<file path="src/rtl/lsu_master_if.sv">
// Word-aligned req/ack data-memory bus between the load/store unit and memory.
// The LSU owns request, write enable, address, byte enables and store data.
// The memory answers with an acknowledge and, for loads, the read word.
interface lsu_master_if;
   logic        mem_req;
   logic        mem_we;
   logic [31:0] mem_addr;
   logic [3:0]  mem_be;
   logic [31:0] mem_wdata;
   logic        mem_ack;
   logic [31:0] mem_rdata;

   modport master (
      output mem_req, mem_we, mem_addr, mem_be, mem_wdata,
      input  mem_ack, mem_rdata
   );

   modport slave (
      input  mem_req, mem_we, mem_addr, mem_be, mem_wdata,
      output mem_ack, mem_rdata
   );
endinterface

</file>
<file path="src/rtl/lsu_master.sv">
// Load/store initiator between the RV32I core and a word-addressed data memory.
// One request at a time: legality check, then a req/ack memory access with
// byte enables, then a one-cycle done pulse with error flags.
// Load data is lane-selected and sign/zero-extended.
// Accesses with no acknowledge are aborted after TIMEOUT_CYCLES cycles.
module lsu_master #(
   parameter int TIMEOUT_CYCLES = 255
) (
   input  logic         clk,
   input  logic         reset,
   input  logic         start,
   input  logic         is_store,
   input  logic [2:0]   funct3,
   input  logic [31:0]  addr,
   input  logic [31:0]  wdata,
   output logic         busy,
   output logic         done,
   output logic [1:0]   err,
   output logic [31:0]  rdata,
   lsu_master_if.master mem
);

   localparam int               CNT_W    = 10;
   localparam logic [CNT_W-1:0] TO_LIMIT = CNT_W'(TIMEOUT_CYCLES);

   localparam logic [1:0] ERR_OK      = 2'b00;
   localparam logic [1:0] ERR_ILLEGAL = 2'b01;
   localparam logic [1:0] ERR_TIMEOUT = 2'b10;

   typedef enum logic [1:0] {
      IDLE = 2'd0,
      BUSY = 2'd1,
      RESP = 2'd2
   } state_t;

   state_t            state_q;
   logic              busy_q;
   logic              done_q;
   logic [1:0]        err_q;
   logic [31:0]       rdata_q;
   logic              req_q;
   logic              we_q;
   logic [31:0]       addr_q;
   logic [3:0]        be_q;
   logic [31:0]       wdat_q;
   logic [CNT_W-1:0]  cnt_q;
   logic [2:0]        f3_q;
   logic [1:0]        off_q;

   logic              legal_d;
   logic [3:0]        be_d;
   logic [31:0]       wdat_d;
   logic [CNT_W-1:0]  cnt_d;
   logic [31:0]       ldata_d;

   // Width code / alignment check; BU and HU exist only for loads.
   function automatic logic access_legal(input logic st, input logic [2:0] f3,
                                         input logic [1:0] o);
      logic ok;
      case (f3)
         3'b000:  ok = 1'b1;
         3'b001:  ok = ~o[0];
         3'b010:  ok = (o == 2'b00);
         3'b100:  ok = ~st;
         3'b101:  ok = ~st & ~o[0];
         default: ok = 1'b0;
      endcase
      return ok;
   endfunction

   // Byte enables from the access size (funct3[1:0]) and the byte offset.
   function automatic logic [3:0] byte_en(input logic [1:0] sz, input logic [1:0] o);
      logic [3:0] be;
      case (sz)
         2'b00:   be = 4'b0001 << o;
         2'b01:   be = o[1] ? 4'b1100 : 4'b0011;
         default: be = 4'b1111;
      endcase
      return be;
   endfunction

   // Replicate the store operand into every lane so the enabled lane carries it.
   function automatic logic [31:0] store_lanes(input logic [1:0] sz, input logic [31:0] wd);
      logic [31:0] r;
      case (sz)
         2'b00:   r = {4{wd[7:0]}};
         2'b01:   r = {2{wd[15:0]}};
         default: r = wd;
      endcase
      return r;
   endfunction

   // Pick the addressed byte/half out of the read word and extend it.
   function automatic logic [31:0] load_extend(input logic [2:0] f3, input logic [1:0] o,
                                               input logic [31:0] w);
      logic [7:0]  b;
      logic [15:0] h;
      logic [31:0] r;
      b = 8'(w >> {o, 3'b000});
      h = o[1] ? w[31:16] : w[15:0];
      case (f3)
         3'b000:  r = {{24{b[7]}}, b};
         3'b100:  r = {24'd0, b};
         3'b001:  r = {{16{h[15]}}, h};
         3'b101:  r = {16'd0, h};
         default: r = w;
      endcase
      return r;
   endfunction

   // Decode the incoming request and prepare the next counter / load result.
   always_comb begin
      legal_d = access_legal(is_store, funct3, addr[1:0]);
      be_d    = byte_en(funct3[1:0], addr[1:0]);
      wdat_d  = is_store ? store_lanes(funct3[1:0], wdata) : 32'd0;
      cnt_d   = cnt_q + CNT_W'(1);
      ldata_d = load_extend(f3_q, off_q, mem.mem_rdata);
   end

   // Request FSM with every output registered; ack beats timeout on the same edge.
   always_ff @(posedge clk) begin
      if (reset) begin
         state_q <= IDLE;
         busy_q  <= 1'b0;
         done_q  <= 1'b0;
         err_q   <= ERR_OK;
         rdata_q <= 32'd0;
         req_q   <= 1'b0;
         we_q    <= 1'b0;
         addr_q  <= 32'd0;
         be_q    <= 4'd0;
         wdat_q  <= 32'd0;
         cnt_q   <= '0;
         f3_q    <= 3'd0;
         off_q   <= 2'd0;
      end else begin
         done_q <= 1'b0;
         case (state_q)
            IDLE: begin
               if (start) begin
                  busy_q <= 1'b1;
                  if (!legal_d) begin
                     state_q <= RESP;
                     done_q  <= 1'b1;
                     err_q   <= ERR_ILLEGAL;
                  end else begin
                     state_q <= BUSY;
                     req_q   <= 1'b1;
                     we_q    <= is_store;
                     addr_q  <= {addr[31:2], 2'b00};
                     be_q    <= be_d;
                     wdat_q  <= wdat_d;
                     cnt_q   <= '0;
                     f3_q    <= funct3;
                     off_q   <= addr[1:0];
                  end
               end
            end
            BUSY: begin
               cnt_q <= cnt_d;
               if (mem.mem_ack || (cnt_d >= TO_LIMIT)) begin
                  state_q <= RESP;
                  done_q  <= 1'b1;
                  req_q   <= 1'b0;
                  we_q    <= 1'b0;
                  addr_q  <= 32'd0;
                  be_q    <= 4'd0;
                  wdat_q  <= 32'd0;
                  if (mem.mem_ack) begin
                     err_q <= ERR_OK;
                     if (!we_q) rdata_q <= ldata_d;
                  end else begin
                     err_q   <= ERR_TIMEOUT;
                     rdata_q <= 32'd0;
                  end
               end
            end
            RESP: begin
               state_q <= IDLE;
               busy_q  <= 1'b0;
            end
            default: begin
               state_q <= IDLE;
               busy_q  <= 1'b0;
               req_q   <= 1'b0;
            end
         endcase
      end
   end

   assign busy          = busy_q;
   assign done          = done_q;
   assign err           = err_q;
   assign rdata         = rdata_q;
   assign mem.mem_req   = req_q;
   assign mem.mem_we    = we_q;
   assign mem.mem_addr  = addr_q;
   assign mem.mem_be    = be_q;
   assign mem.mem_wdata = wdat_q;

endmodule

</file>
<file path="src/flat_wrapper.sv">
// flat-port wrapper written by rule: the top's interface ports become plain ports
module lsu_master_flat 
#(
   parameter int TIMEOUT_CYCLES = 255
)
  (clk, reset, start, is_store, funct3, addr, wdata, busy, done, err, rdata, mem_mem_req, mem_mem_we, mem_mem_addr, mem_mem_be, mem_mem_wdata, mem_mem_ack, mem_mem_rdata);
  lsu_master_if mem_i ();
  input  logic clk;
  input  logic reset;
  input  logic start;
  input  logic is_store;
  input  logic [2:0] funct3;
  input  logic [31:0] addr;
  input  logic [31:0] wdata;
  output logic busy;
  output logic done;
  output logic [1:0] err;
  output logic [31:0] rdata;
  output wire logic [$bits(mem_i.mem_req)-1:0] mem_mem_req;
  output wire logic [$bits(mem_i.mem_we)-1:0] mem_mem_we;
  output wire logic [$bits(mem_i.mem_addr)-1:0] mem_mem_addr;
  output wire logic [$bits(mem_i.mem_be)-1:0] mem_mem_be;
  output wire logic [$bits(mem_i.mem_wdata)-1:0] mem_mem_wdata;
  input wire logic [$bits(mem_i.mem_ack)-1:0] mem_mem_ack;
  input wire logic [$bits(mem_i.mem_rdata)-1:0] mem_mem_rdata;
  assign mem_mem_req = mem_i.mem_req;
  assign mem_mem_we = mem_i.mem_we;
  assign mem_mem_addr = mem_i.mem_addr;
  assign mem_mem_be = mem_i.mem_be;
  assign mem_mem_wdata = mem_i.mem_wdata;
  assign mem_i.mem_ack = mem_mem_ack;
  assign mem_i.mem_rdata = mem_mem_rdata;
  lsu_master #(.TIMEOUT_CYCLES(TIMEOUT_CYCLES)) u_core (.clk(clk), .reset(reset), .start(start), .is_store(is_store), .funct3(funct3), .addr(addr), .wdata(wdata), .busy(busy), .done(done), .err(err), .rdata(rdata), .mem(mem_i));
endmodule
</file>
<file path="config.mk">
export PLATFORM = sky130hd
export DESIGN_NAME = lsu_master_flat
export DESIGN_NICKNAME = d
export VERILOG_FILES = /design/src/rtl/lsu_master_if.sv /design/src/rtl/lsu_master.sv /design/src/flat_wrapper.sv
export SDC_FILE = /design/constraint.sdc
export NUM_CORES = 1
export LEC_CHECK = 0
export CAP_MARGIN = 25
export CORE_UTILIZATION = 40
export CTS_CLUSTER_DIAMETER = 30
export DETAILED_ROUTE_END_ITERATION = 10
export PLACE_DENSITY = 0.75
export SLEW_MARGIN = 0
export SYNTH_ARGS = -nofsm -noshare
export SYNTH_HDL_FRONTEND = slang
export SYNTH_SLANG_ARGS = --single-unit
</file>
<file path="constraint.sdc">
create_clock -name clk -period 2.6 [get_ports clk]
set_input_delay 0.78 -clock clk [delete_from_list [all_inputs] [get_ports clk]]
set_output_delay 0.78 -clock clk [all_outputs]
set_load 0.05 [all_outputs]
</file>
==> results of run 1 <==
-- power by group through the flow --
stage	Sequential [mW]	Clock [mW]	Combinational, mW
final	1.96	2.38	0.971
after global routing	1.97	2.52	1.03
after CTS	1.96	2.42	0.960
after detailed placement	2.00	0	0.955
after global placement	2.00	0	0.946
after floorplan	2.16	0	0.354
-- sequential cells by signal, summed over array words and instances (netlist names), 2 cells and up --
signal                count
u_core.mem.mem_wdata     32
u_core.rdata             32
u_core.err                2
u_core.cnt_q             10
u_core.f3_q               3
u_core.mem.mem_be         4
u_core.mem.mem_addr      30
u_core.state_q            2
u_core.off_q              2
-- placed cells by master (no fill, tap or decap), drive strengths merged, types with 10 or more instances in the layout --
cell | synthesis | layout
clkdlybuf4s50 | 0 | 206
dfxtp | 121 | 121
a21oi | 108 | 108
nand2 | 73 | 73
buf | 19 | 53
o21ai | 52 | 52
inv | 49 | 49
nor2 | 42 | 42
a311oi | 34 | 34
mux2i | 27 | 27
o32ai | 25 | 25
clkbuf | 46 | 23
nor3 | 14 | 14
o31ai | 10 | 10
-- cell families after synthesis --
family                     count (synthesis)
AOI/OAI and AO/OA                        268
xor gates and xnor gates                   1
adders and majority gates                  2
buffers and inverters                    114
DFF                                      121
muxes                                     29
other                                      1
and+or+nand+nor                          165
-- through the flow --
| step | TNS (ps) | setup slack [ps] | cell area [sq um] |
|---|---|---|---|
| 2_1_floorplan | 0 | 43.53 | 6010 |
| 3_3_place_gp | -11030 | -207.0 | 8503 |
| 3_5_place_dp | -14030 | -311.3 | 8503 |
| 4_1_cts | 0 | 56.33 | 9097 |
| 5_1_grt | 0 | 19.73 | 9160 |
| 6_report | 0 | 130.9 | 9160 |
-- worst max-delay path, cell delays in order, from the launching register on --
cell,delay [ps]
dfxtp_1,340
ha_1,220
nand3_2,120
or2_4,290
or4b_4,530
a22oi_4,330
nand2_8,220
a221oi_1,320
-- layout make-up --
class                           instances  area [sq um]
Fill cell                            1252          5429
Inverter                               49         183.9
Multi-Input combinational cell        467          3107
Tap cell                              184         230.2
Sequential cell                       121          2422
Clock inverter                          8         120.1
Clock buffer                           22         474.2
Timing Repair Buffer                  260          2623
-- routing by layer --
| layer | up-vias | wire, microns |
|---|---|---|
| met5 | - | 0 |
| met4 | 0 | 298 |
| met3 | 26 | 1315 |
| met2 | 241 | 8798 |
| met1 | 2865 | 8289 |
| li1 | 2998 | - |
-- how the worst max path moves through the flow --
stage                                       from                               endpoint  slack, ps  cells past startpoint
floorplan                              funct3[0]   u_core.mem.mem_addr[20]$_SDFFE_PP0P_         40                      8
global placement                         addr[0]   u_core.mem.mem_addr[30]$_SDFFE_PP0P_       -210                      7
detailed placement                       addr[0]   u_core.mem.mem_addr[24]$_SDFFE_PP0P_       -310                      7
finish              u_core.cnt_q[0]$_SDFFE_PP0P_      u_core.mem.mem_be[1]$_SDFFE_PP0P_        130                      7
CTS                 u_core.cnt_q[0]$_SDFFE_PP0P_      u_core.mem.mem_be[1]$_SDFFE_PP0P_         60                      7
global route        u_core.cnt_q[0]$_SDFFE_PP0P_  u_core.mem.mem_wdata[24]$_SDFFE_PP0P_         20                      8
-- repair_timing --
item	4_1_cts	5_1_grt
endpoints found under the setup margin	0	23
buffers inserted	0	3
gates resized for setup	0	2
==> impl_metrics.toml, run 1 <==
[run_status]
outcome = "completed"

[power]
p_sw_mw = 1.404
total_power_mw = 5.311
p_int_mw = 3.907
leakagePower_nw = 3.144
power_density_mw_per_mm2 = 579.8
p_seq_frac = 0.369
p_clk_frac = 0.448
p_comb_frac = 0.183
swShare = 0.2644
ir_worst_vdd_v = 0.0004421

[worst_hold_path]
hold-path-cell-count = 2
hold_start = "u_core.mem.mem_wdata[4]$_SDFFE_PP0P_"
hp-class = "flip-flop to flip-flop"
holdPathEnd = "u_core.mem.mem_wdata[4]$_SDFFE_PP0P_"

[global_routing]
gr-usage-all-layers = 0.2395
antenna_found_initial = 0
grt.overflow.total = 0
globalRouteMet1Util = 0.3102
grt_pass1_vias = 5870
top_usage_layer = "met2"
grt_use_met3 = 0.06701
grt_first_pass_wirelength_microns = 30150
use_met2 = 0.3793
grt_max_degree = 121

[timing]
min_period_over_period = 0.9496
fin_skew_ps = 7.344
slew_headroom = 0.3371
worst_slew_pin_slew_ps = 990.7
final.min_clock_period_ps = 2469
slew_violations = 0
setup_violations = 0
rsz0062_at_grt = "no"
hold_ws_ps = 470.2
max_freq_mhz = 405.0
finalHoldViolations = 0

[drt]
drc = 0
first_pass_iters = 5
avgViaCountPerCell = 5.518
initialDrtViolationCount = 414
wire_per_inst_microns = 16.83
detail-route-antenna-nets = 0
wl_microns = 18700
vias = 6130

[clocking]
clkTransAtPathRegs_ps = 50
clk_latency_ps = 410
cts_made_buffers = 17
cts_max_level = 4
cts-root-buf = "clkbuf_16"
cts.sink_count = 121
hold_buffers = 0
cts_tree = "done"
cts_buffer_depth = 2

[finish]
final_core_util = 0.6279
nNetsFinal = 1022
n_antenna_cell = 0
final_cells = 1111
areaGrowthSynthToFinish_pct = 52.52
layout-drive-gt1-share = 0.1402

[setup_path]
regToRegSetupSlack_ps = 130
crit_required_ps = 2910
end_kind = "flip-flop"
r2r.worst_path.cells = 7
setup.worst_path.start_class = "flip-flop"
crit_arrival_ps = 2780
r2r-start = "u_core.cnt_q[0]$_SDFFE_PP0P_"
crit_fanout = 33
timing.rr.end = "u_core.mem.mem_be[1]$_SDFFE_PP0P_"
worstSetupPathType = "flip-flop to flip-flop"

[placement]
dp_hpwl_microns = 12850
routabilityCongestion = 0.8873
dp.cells = 1077
io_buffers = 207

[floorplanning]
die-area_sq_mm = 0.01551
num_io_pins = 210
floorplan.initialDensity = 0.4117
die_width_microns = 124.5
die_y_microns = 124.5
placementRows = 44
core_area_sq_mm = 0.01459

[yosys]
synth_common_cells = "dfxtp_1, a21oi_1, nand2_1"
yosys-top-cells-area = "dfxtp_1, a21oi_1, o32ai_2, a311oi_1, mux2i_1"
synth_cell_types = 62
synth_edf_count = 0
synth_top_area_share = 0.4033
synth-seq-area-share = 0.4033
synth_top_area_cell = "dfxtp_1"
synth_simple_gate_area_frac = 0.1263
synth.cell_area_sq_mm = 0.006006
yosysMostFrequentCell = "dfxtp_1"
synth_top_family_by_area = "compound AO/OA/AOI/OAI gates"
synth-xor-area-share = 0.001458
ys.flop_type = "dfxtp_1"
avgSynthCellArea_sq_um = 8.567
synth_warnings = 0
synth_fa_ha_area_frac = 0.004167
synthCells = 701
synthArstFlopShare = 0
muxShareOfSynthArea = 0.05063
synth_compound_area_frac = 0.3281
synth_seq_cells = 121

[job]
cap_viol_max_count = 0
Note: power is estimated with default switching activity, not from simulation.
==> run 2: changes to the inputs <==
--- a/config.mk
+++ b/config.mk
@@ -6,10 +6,9 @@
 export NUM_CORES = 1
 export LEC_CHECK = 0
 export CAP_MARGIN = 25
-export CORE_UTILIZATION = 40
+export CORE_UTILIZATION = 30
 export CTS_CLUSTER_DIAMETER = 30
 export DETAILED_ROUTE_END_ITERATION = 10
-export PLACE_DENSITY = 0.75
 export SLEW_MARGIN = 0
 export SYNTH_ARGS = -nofsm -noshare
 export SYNTH_HDL_FRONTEND = slang
==> run 2 against run 1 <==
Utilization decreased by 16 points. Non-clock buffer count decreased by 6. Combinational power about the same. Final cell count is 6.9% higher. Critical path type is now flip-flop to primary output. Sequential share of layout area down 0.065 points. Critical path depth down 6. Clock skew is 4.8 ps higher. Cell area rose by 0.25%. Highest routed layer unchanged.
==> impl_metrics.toml, run 2 (synthesis gave the netlist of run 1 again) <==
[run_status]
outcome = "completed"

[setup_path]
critPathTopFamily = "buffers and inverters"
crit_chain = "clkdlybuf4s50_1"
cp_slowest_cell = "clkdlybuf4s50_1"
worst-path-buf-inv = 1
end_kind = "primary output"
crit_arrival_ps = 1660
setup.worst_path.start_class = "flip-flop"
crit_required_ps = 1820
crit_fanout = 3
worstSetupPathType = "flip-flop to primary output"
slowest_delay_ps = 870

[global_routing]
grt_pass1_vias = 5694
grt.overflow.total = 0
grt_first_pass_wirelength_microns = 30350
gr-usage-all-layers = 0.1898
grt_max_degree = 121
antenna_found_initial = 0

[timing]
hold_ws_ps = 471.8
final.min_clock_period_ps = 2436
worst_slew_pin_slew_ps = 886.0
min_period_over_period = 0.9369
setup_violations = 0
slew_violations = 0
max_freq_mhz = 410.5
finalHoldViolations = 0
fin_tns_setup_ps = 0
rsz0062_at_grt = "no"
fin_skew_ps = 12.13
slew_headroom = 0.4071

[clocking]
clk_latency_ps = 420
cts_tree = "done"
cts_max_level = 4
clkTransAtPathRegs_ps = 60
cts_made_buffers = 17
cts-root-buf = "clkbuf_16"
cts_buffer_depth = 2
cts.sink_count = 121

[placement]
io_buffers = 207
dp_hpwl_microns = 13470
placedInstanceArea_sq_mm = 0.008567
routabilityCongestion = 0.8204

[floorplanning]
num_io_pins = 210
die-area_sq_mm = 0.02059
die_width_microns = 143.5
placementRows = 51
floorplan.initialDensity = 0.3076
core_area_sq_mm = 0.01953
die_y_microns = 143.5

[power]
total_power_mw = 5.218
power_density_mw_per_mm2 = 568.3
leakagePower_nw = 3.104
ir_worst_vdd_v = 0.0004517

[finish]
final_cell_mix = "clkdlybuf4s50_1, dfxtp_1, a21oi_1"
finalInstanceArea_sq_mm = 0.009183
nNetsFinal = 1016
n_antenna_cell = 0
final_core_util = 0.4703
final_common_cell = "clkdlybuf4s50_1"
areaGrowthSynthToFinish_pct = 52.90
layout-drive-gt1-share = 0.1365

[drt]
wl_microns = 19350
wire_per_inst_microns = 16.28
avgViaCountPerCell = 5.018
initialDrtViolationCount = 337
drc = 0
vias = 5961
detail-route-antenna-nets = 0
first_pass_iters = 4

[job]
cap_viol_max_count = 0

[worst_hold_path]
hp-class = "flip-flop to flip-flop"
==> run 2: cell count changes in the layout (fill, tap and decap cells not counted), sizes merged <==
| cell | delta |
|---|---|
| buf | -6 |
| inv | +1 |
| clkbuf | -2 |
| clkinv | +4 |
| bufinv | -1 |
==> run 2: worst paths after layout <==
kind                                  startpoint                                    end  slack (ps)  depth (start not counted)
setup / recovery  u_core.mem.mem_we$_SDFFE_PP0P_                             mem_mem_we         160                          1
hold / removal     u_core.rdata[17]$_SDFFE_PP0P_          u_core.rdata[17]$_SDFFE_PP0P_         470                          2
hold reg to reg    u_core.rdata[17]$_SDFFE_PP0P_          u_core.rdata[17]$_SDFFE_PP0P_         470                          2
setup reg to reg    u_core.cnt_q[1]$_SDFFE_PP0P_  u_core.mem.mem_wdata[23]$_SDFFE_PP0P_         190                          8
==> run 2: final cells by class <==
class | count | area [sq um]
repair buffers | 254 | 2577
flip-flops and latches | 121 | 2422
clock inverters | 12 | 126.4
inverters | 49 | 183.9
well taps | 265 | 331.6
clock buffers | 20 | 436.7
multi-input cells | 467 | 3104
fillers | 1955 | 10340
==> run 2: report_power, final <==
part / total, mW / leakage [nW] / switching [mW] / internal (mW)
combinational: 0.968 / 1.85 / 0.547 / 0.420
sequential: 1.96 / 0.980 / 0.0436 / 1.91
clock: 2.29 / 0.274 / 0.889 / 1.41
==> run 2: metal layers <==
layer,global-route usage,wire [microns],vias up
met1,0.2448,8865,2775
met3,0.06198,1306,20
met5,0,0,-
met2,0.2979,8896,191
li1,-,-,2975
met4,0.05991,276,0
==> run 2: what timing repair did <==
action	4_1_cts	5_1_grt
gates resized for setup	0	2
setup endpoints to repair	0	45
buffers inserted	0	2
hold buffers	0	0
==> run 2: stage by stage <==
step / worst slack, ps / cells
floorplan: 43.53 / 702
global placement: -200.1 / 1153
detailed placement: -270.1 / 1153
CTS: 124.1 / 1185
global route: 41.26 / 1188
finish: 164.2 / 1188
==> RTL change 1 (config.mk and constraints of run 2) <==
Re-encode `state_t` (3 states) as one-hot, 3 bits wide.
--- a/src/rtl/lsu_master.sv
+++ b/src/rtl/lsu_master.sv
@@ -27,10 +27,10 @@
    localparam logic [1:0] ERR_ILLEGAL = 2'b01;
    localparam logic [1:0] ERR_TIMEOUT = 2'b10;
 
-   typedef enum logic [1:0] {
-      IDLE = 2'd0,
-      BUSY = 2'd1,
-      RESP = 2'd2
+   typedef enum logic [2:0] {
+      IDLE = 3'b001,
+      BUSY = 3'b010,
+      RESP = 3'b100
    } state_t;
 
    state_t            state_q;
Behaviour: same outputs for any inputs over 4 cycles, from zero or initial values and one cycle with reset high; so few cycles prove little.
==> RTL change 1 against run 2 <==
Hold slack worse by 7.1 ps; area after synthesis is 0.71% lower; total power up 6.5%; count of clock-buffer cells in the layout is 2 lower; first-iteration DRC count down 23%; final area up 0.82%; sequential cell count increased by 1; combinational power fell by 13%; fmax up 0.94%; worst setup slack better by 23 ps; wire length is 1.6% lower; via count decreased by 2.8%.
==> RTL change 1: results (changes against run 2) <==
- Status: finished clean
- Synth Instances: 690 (-1.6%)
- Share of post-route cells with drive strength above 1: 0.140 (+0.00371)
- Max Clock Skew: 11.6 ps (-0.538 ps)
- Post-synth top cells: dfxtp_1 (122), a21oi_1 (93), inv_1 (72)
- Netlist cell types: 54 (-13%)
- P_comb: 846 uW (-13%)
- Post-synthesis mux area share: 0.0676 (+0.0169)
- DP Worst Slack: -183 ps (+87.3 ps)
- FFs w/ async S/R, synth: 0 (unchanged)
- Net Switching: 1440 uW (-3.0%)
- Post-DP Area: 0.00853 mm^2 (-0.41%)
- Sequential element share of the synthesized area: 0.410 (+0.00623)
- H-tree depth: 4 (unchanged)
- Drt wl/cell: 16.1 um (-1.3%)
- Fillers: 1830 (-6.4%)
- Leak pwr: 0.00323 uW (+3.9%)
- Via count: 5797 (-2.8%)
- Global-route wire length before repair: 29.4 mm (-3.2%)
- Largest net degree at the start of global routing: 53 (-56%)
- Hold WC Path Type: reg2reg
- DRT Wirelength: 19.0 mm (-1.6%)
- Post-Synth Adder-Cell Area: 0.00420 (+0.0000297)
- Max FO, Critical Path: 17 (+14)
- Gpl congestion: 0.816 (-0.55%)
- Final net count: 1013 (-0.30%)
- R2R cell count: 9 (+1)
- Vias in the first global route: 5541 (-2.7%)
- Post-DP HPWL: 13.2 mm (-2.3%)
- Compound-Gate Fraction of Synth Area: 0.306 (-0.0218)
- GRT Total Usage: 0.186 (-0.00359)
- Arrival time worst endpoint: 2750 ps (+1090 ps)
- Worst path slowest cell: o41a_1
- Worst-path clk slew: 60 ps (about the same)
- Critical path origin: u_core.cnt_q[0]
- XOR/XNOR share of the synthesized area: 0.00587 (+0.00442)
- Critical path's largest stage delay: 400 ps (-470 ps)
- DRT iter0 DRCs: 260 (-23%)
- Placed instance count: 1151 (-0.17%)
- HP Start: u_core.mem.mem_be[1]
-- RTL change 1: changes by cell type after synthesis, moves of 16 or more --
cell | run 2 | this run
o32ai_1 | 5 | 41
inv_1 | 48 | 72
nand2_1 | 72 | 35
a311oi_1 | 32 | 2
o31ai_1 | 0 | 17
a211oi_2 | 0 | 27
o32ai_2 | 20 | 1
nor2_1 | 42 | 58
-- RTL change 1: per-layer routing --
layer	part of all wire	up-vias	track usage
li1	-	2914	-
met1	0.46	2678	0.245
met2	0.44	184	0.279
met3	0.089	21	0.0711
met4	0.014	0	0.0566
met5	0	-	0
-- RTL change 1: area by class of cell --
class                      count  area (um^2)  area share
multi-input combinational    439         2990       0.323
timing repair buffer         255         2540       0.274
sequential                   122         2440       0.264
clock buffer                  18          439      0.0474
tap                          265          332      0.0358
inverter                      72          270      0.0292
clock inverter                14          241      0.0261
-- RTL change 1: through the flow --
stage	power, uW	util
after floorplan	2450	-
after global placement	2840	0.438
after detailed placement	2840	0.438
after CTS	5620	0.473
after global routing	5760	0.476
final	5560	0.476
-- RTL change 1: worst max-delay path, delay by kind of cell (launching register included) --
family / cells / cell delay (ps)
DFF: 1 / 330
AOI/OAI and AO/OA: 3 / 820
buffers and inverters: 2 / 460
adders and majority gates: 1 / 240
and+or+nand+nor: 3 / 480
-- RTL change 1: timing repair --
item                                    4_1_cts  5_1_grt
gates resized for setup                       0        1
hold endpoints to repair                      0        0
endpoints found under the setup margin        0       23
-- RTL change 1: worst paths after layout --
| path | to | slack, ps |
|---|---|---|
| worst max-delay path | u_core.mem.mem_addr[8] | 190 |
| worst min-delay path | u_core.mem.mem_be[1] | 460 |
| worst max register to register | u_core.mem.mem_addr[8] | 190 |
| worst min register to register | u_core.mem.mem_be[1] | 460 |
==> RTL change 2 (settings of run 2) <==
Made on the original files. Change the localparam `CNT_W` from 10 to 12.
--- a/src/rtl/lsu_master.sv
+++ b/src/rtl/lsu_master.sv
@@ -20,7 +20,7 @@
    lsu_master_if.master mem
 );
 
-   localparam int               CNT_W    = 10;
+   localparam int               CNT_W    = 12;
    localparam logic [CNT_W-1:0] TO_LIMIT = CNT_W'(TIMEOUT_CYCLES);
 
    localparam logic [1:0] ERR_OK      = 2'b00;
Behaviour: same outputs for any inputs over 4 cycles, from zero or initial values and one cycle with reset high; that may be too few to reach the edited logic, so the function may still have changed.
==> RTL change 2 against run 2 <==
Area after synthesis up 4.9%; count of clock-buffer cells in the layout down 1; sequential cell count up 2; wire length up 7.6%; largest cell class unchanged; total power up 7.1%; final area up 5.3%; worst setup slack worse by 28 ps.
==> RTL change 2: results (changes against run 2) <==
- Status: finished clean
- DRT iter0 DRCs: 259 (-23%)
- Slew @ Worst Pin: 704 ps (-182 ps)
- Post-DP HPWL: 14.8 mm (+9.7%)
- Synth area leaders: dfxtp_1 (39%), mux2i_1 (8.3%), nand2b_1 (5.0%)
- Largest net degree at the start of global routing: 71 (-41%)
- Min-Delay Endpoint: u_core.mem.mem_addr[19]
- Leak pwr: 0.00350 uW (+13%)
- R2R Path Start: u_core.cnt_q[0]
- Via count: 6197 (+4.0%)
- Hold slack: 450 ps (-21.8 ps)
- Gpl congestion: 0.829 (+1.1%)
- Max Clock Skew: 12.8 ps (+0.710 ps)
- Vias in the first global route: 5957 (+4.6%)
- Arrival time worst endpoint: 1680 ps (+20 ps)
- Sequential element share of the synthesized area: 0.391 (-0.0125)
- RR Endpoint: u_core.mem.mem_wdata[30]
- Share of post-route cells with drive strength above 1: 0.120 (-0.0166)
- Netlist cell types: 59 (-4.8%)
- Global-route wire length before repair: 32.5 mm (+7.1%)
- Fillers: 1999 (+2.3%)
- Post-synth top cells: dfxtp_1 (123), nand2_1 (83), mux2i_1 (52)
- Maximum vdd drop: 0.000427 V (-5.4%)
- Critical path's largest stage delay: 880 ps
- HP Start: u_core.mem.mem_addr[19]
- GRT Total Usage: 0.192 (+0.00178)
- Final net count: 1060 (+4.3%)
- DRT Pass-1 Iters: 5 (+1)
- DRT Wirelength: 20.8 mm (+7.6%)
==> RTL change 2: cell count changes after synthesis, sizes merged, moves of 23 or more <==
cell,change
nand3b,+29
a21oi,-77
nand2b,+47
a311oi,-33
o41ai,+24
mux2i,+25
o31ai,+23
==> RTL change 2: worst register-to-register path: stages (launching register included) <==
cell	delay [ps]
dfxtp_2	360
ha_1	210
or4b_1	520
a32oi_2	240
a41oi_2	150
buf_4	170
a21oi_4	220
buf_12	270
o32ai_1	160
==> RTL change 2: worst max-delay path by stage <==
| stage | from | to | cells after the start |
|---|---|---|---|
| after floorplan | funct3[0] | u_core.mem.mem_wdata[24] | 9 |
| after detailed placement | funct3[0] | u_core.mem.mem_wdata[8] | 7 |
| after CTS | u_core.mem.mem_we | mem_mem_we | 1 |
| final | u_core.mem.mem_we | mem_mem_we | 1 |
| after global placement | funct3[0] | u_core.mem.mem_wdata[8] | 7 |
| after global routing | u_core.cnt_q[0] | u_core.mem.mem_wdata[26] | 10 |
==> RTL change 2: routing by layer <==
metal,wire length (um),global-route usage
met1,9460,0.247
met5,0,0
met4,177,0.0454
met3,1620,0.0637
met2,9560,0.308
==> RTL change 2: what timing repair did <==
action,in CTS,in global routing
gates resized for setup,0,4
buffers inserted,0,1
endpoints found under the setup margin,0,59
==> RTL change 2: logic make-up after synthesis <==
family	share of synthesized area
other	0.000595
XOR/XNOR	0.00417
multiplexers	0.111
AO/OA/AOI/OAI	0.205
flip-flops	0.391
adder cells (fa/ha/maj)	0.00397
AND/OR/NAND/NOR	0.209
buffers and inverters	0.0753
==> RTL change 2: area by class of cell <==
cell class | count | share of cell area
clock buffer | 19 | 0.0458
multi-input combinational | 504 | 0.353
timing repair buffer | 266 | 0.273
tap | 270 | 0.0349
inverter | 42 | 0.0163
sequential | 123 | 0.255
clock inverter | 13 | 0.0221
==> RTL change 2: stage by stage <==
stage / std cells / cell area (um^2) / total power [uW] / TNS [ps] / worst slack [ps]
floorplan: 737 / 6300 / 2520 / 0 / 81.4
finish: 1237 / 9670 / 5590 / 0 / 136
global placement: 1203 / 8960 / 2970 / -2820 / -143
detailed placement: 1203 / 8960 / 2970 / -3990 / -173
global route: 1237 / 9670 / 5820 / 0 / 7.84
CTS: 1235 / 9620 / 5640 / 0 / 106
==> RTL change 2: where the power goes <==
part / switching, uW / total, uW / internal, uW
Sequential: 40.4 / 1980 / 1940
Clock: 918 / 2660 / 1740
Combinational: 524 / 948 / 424
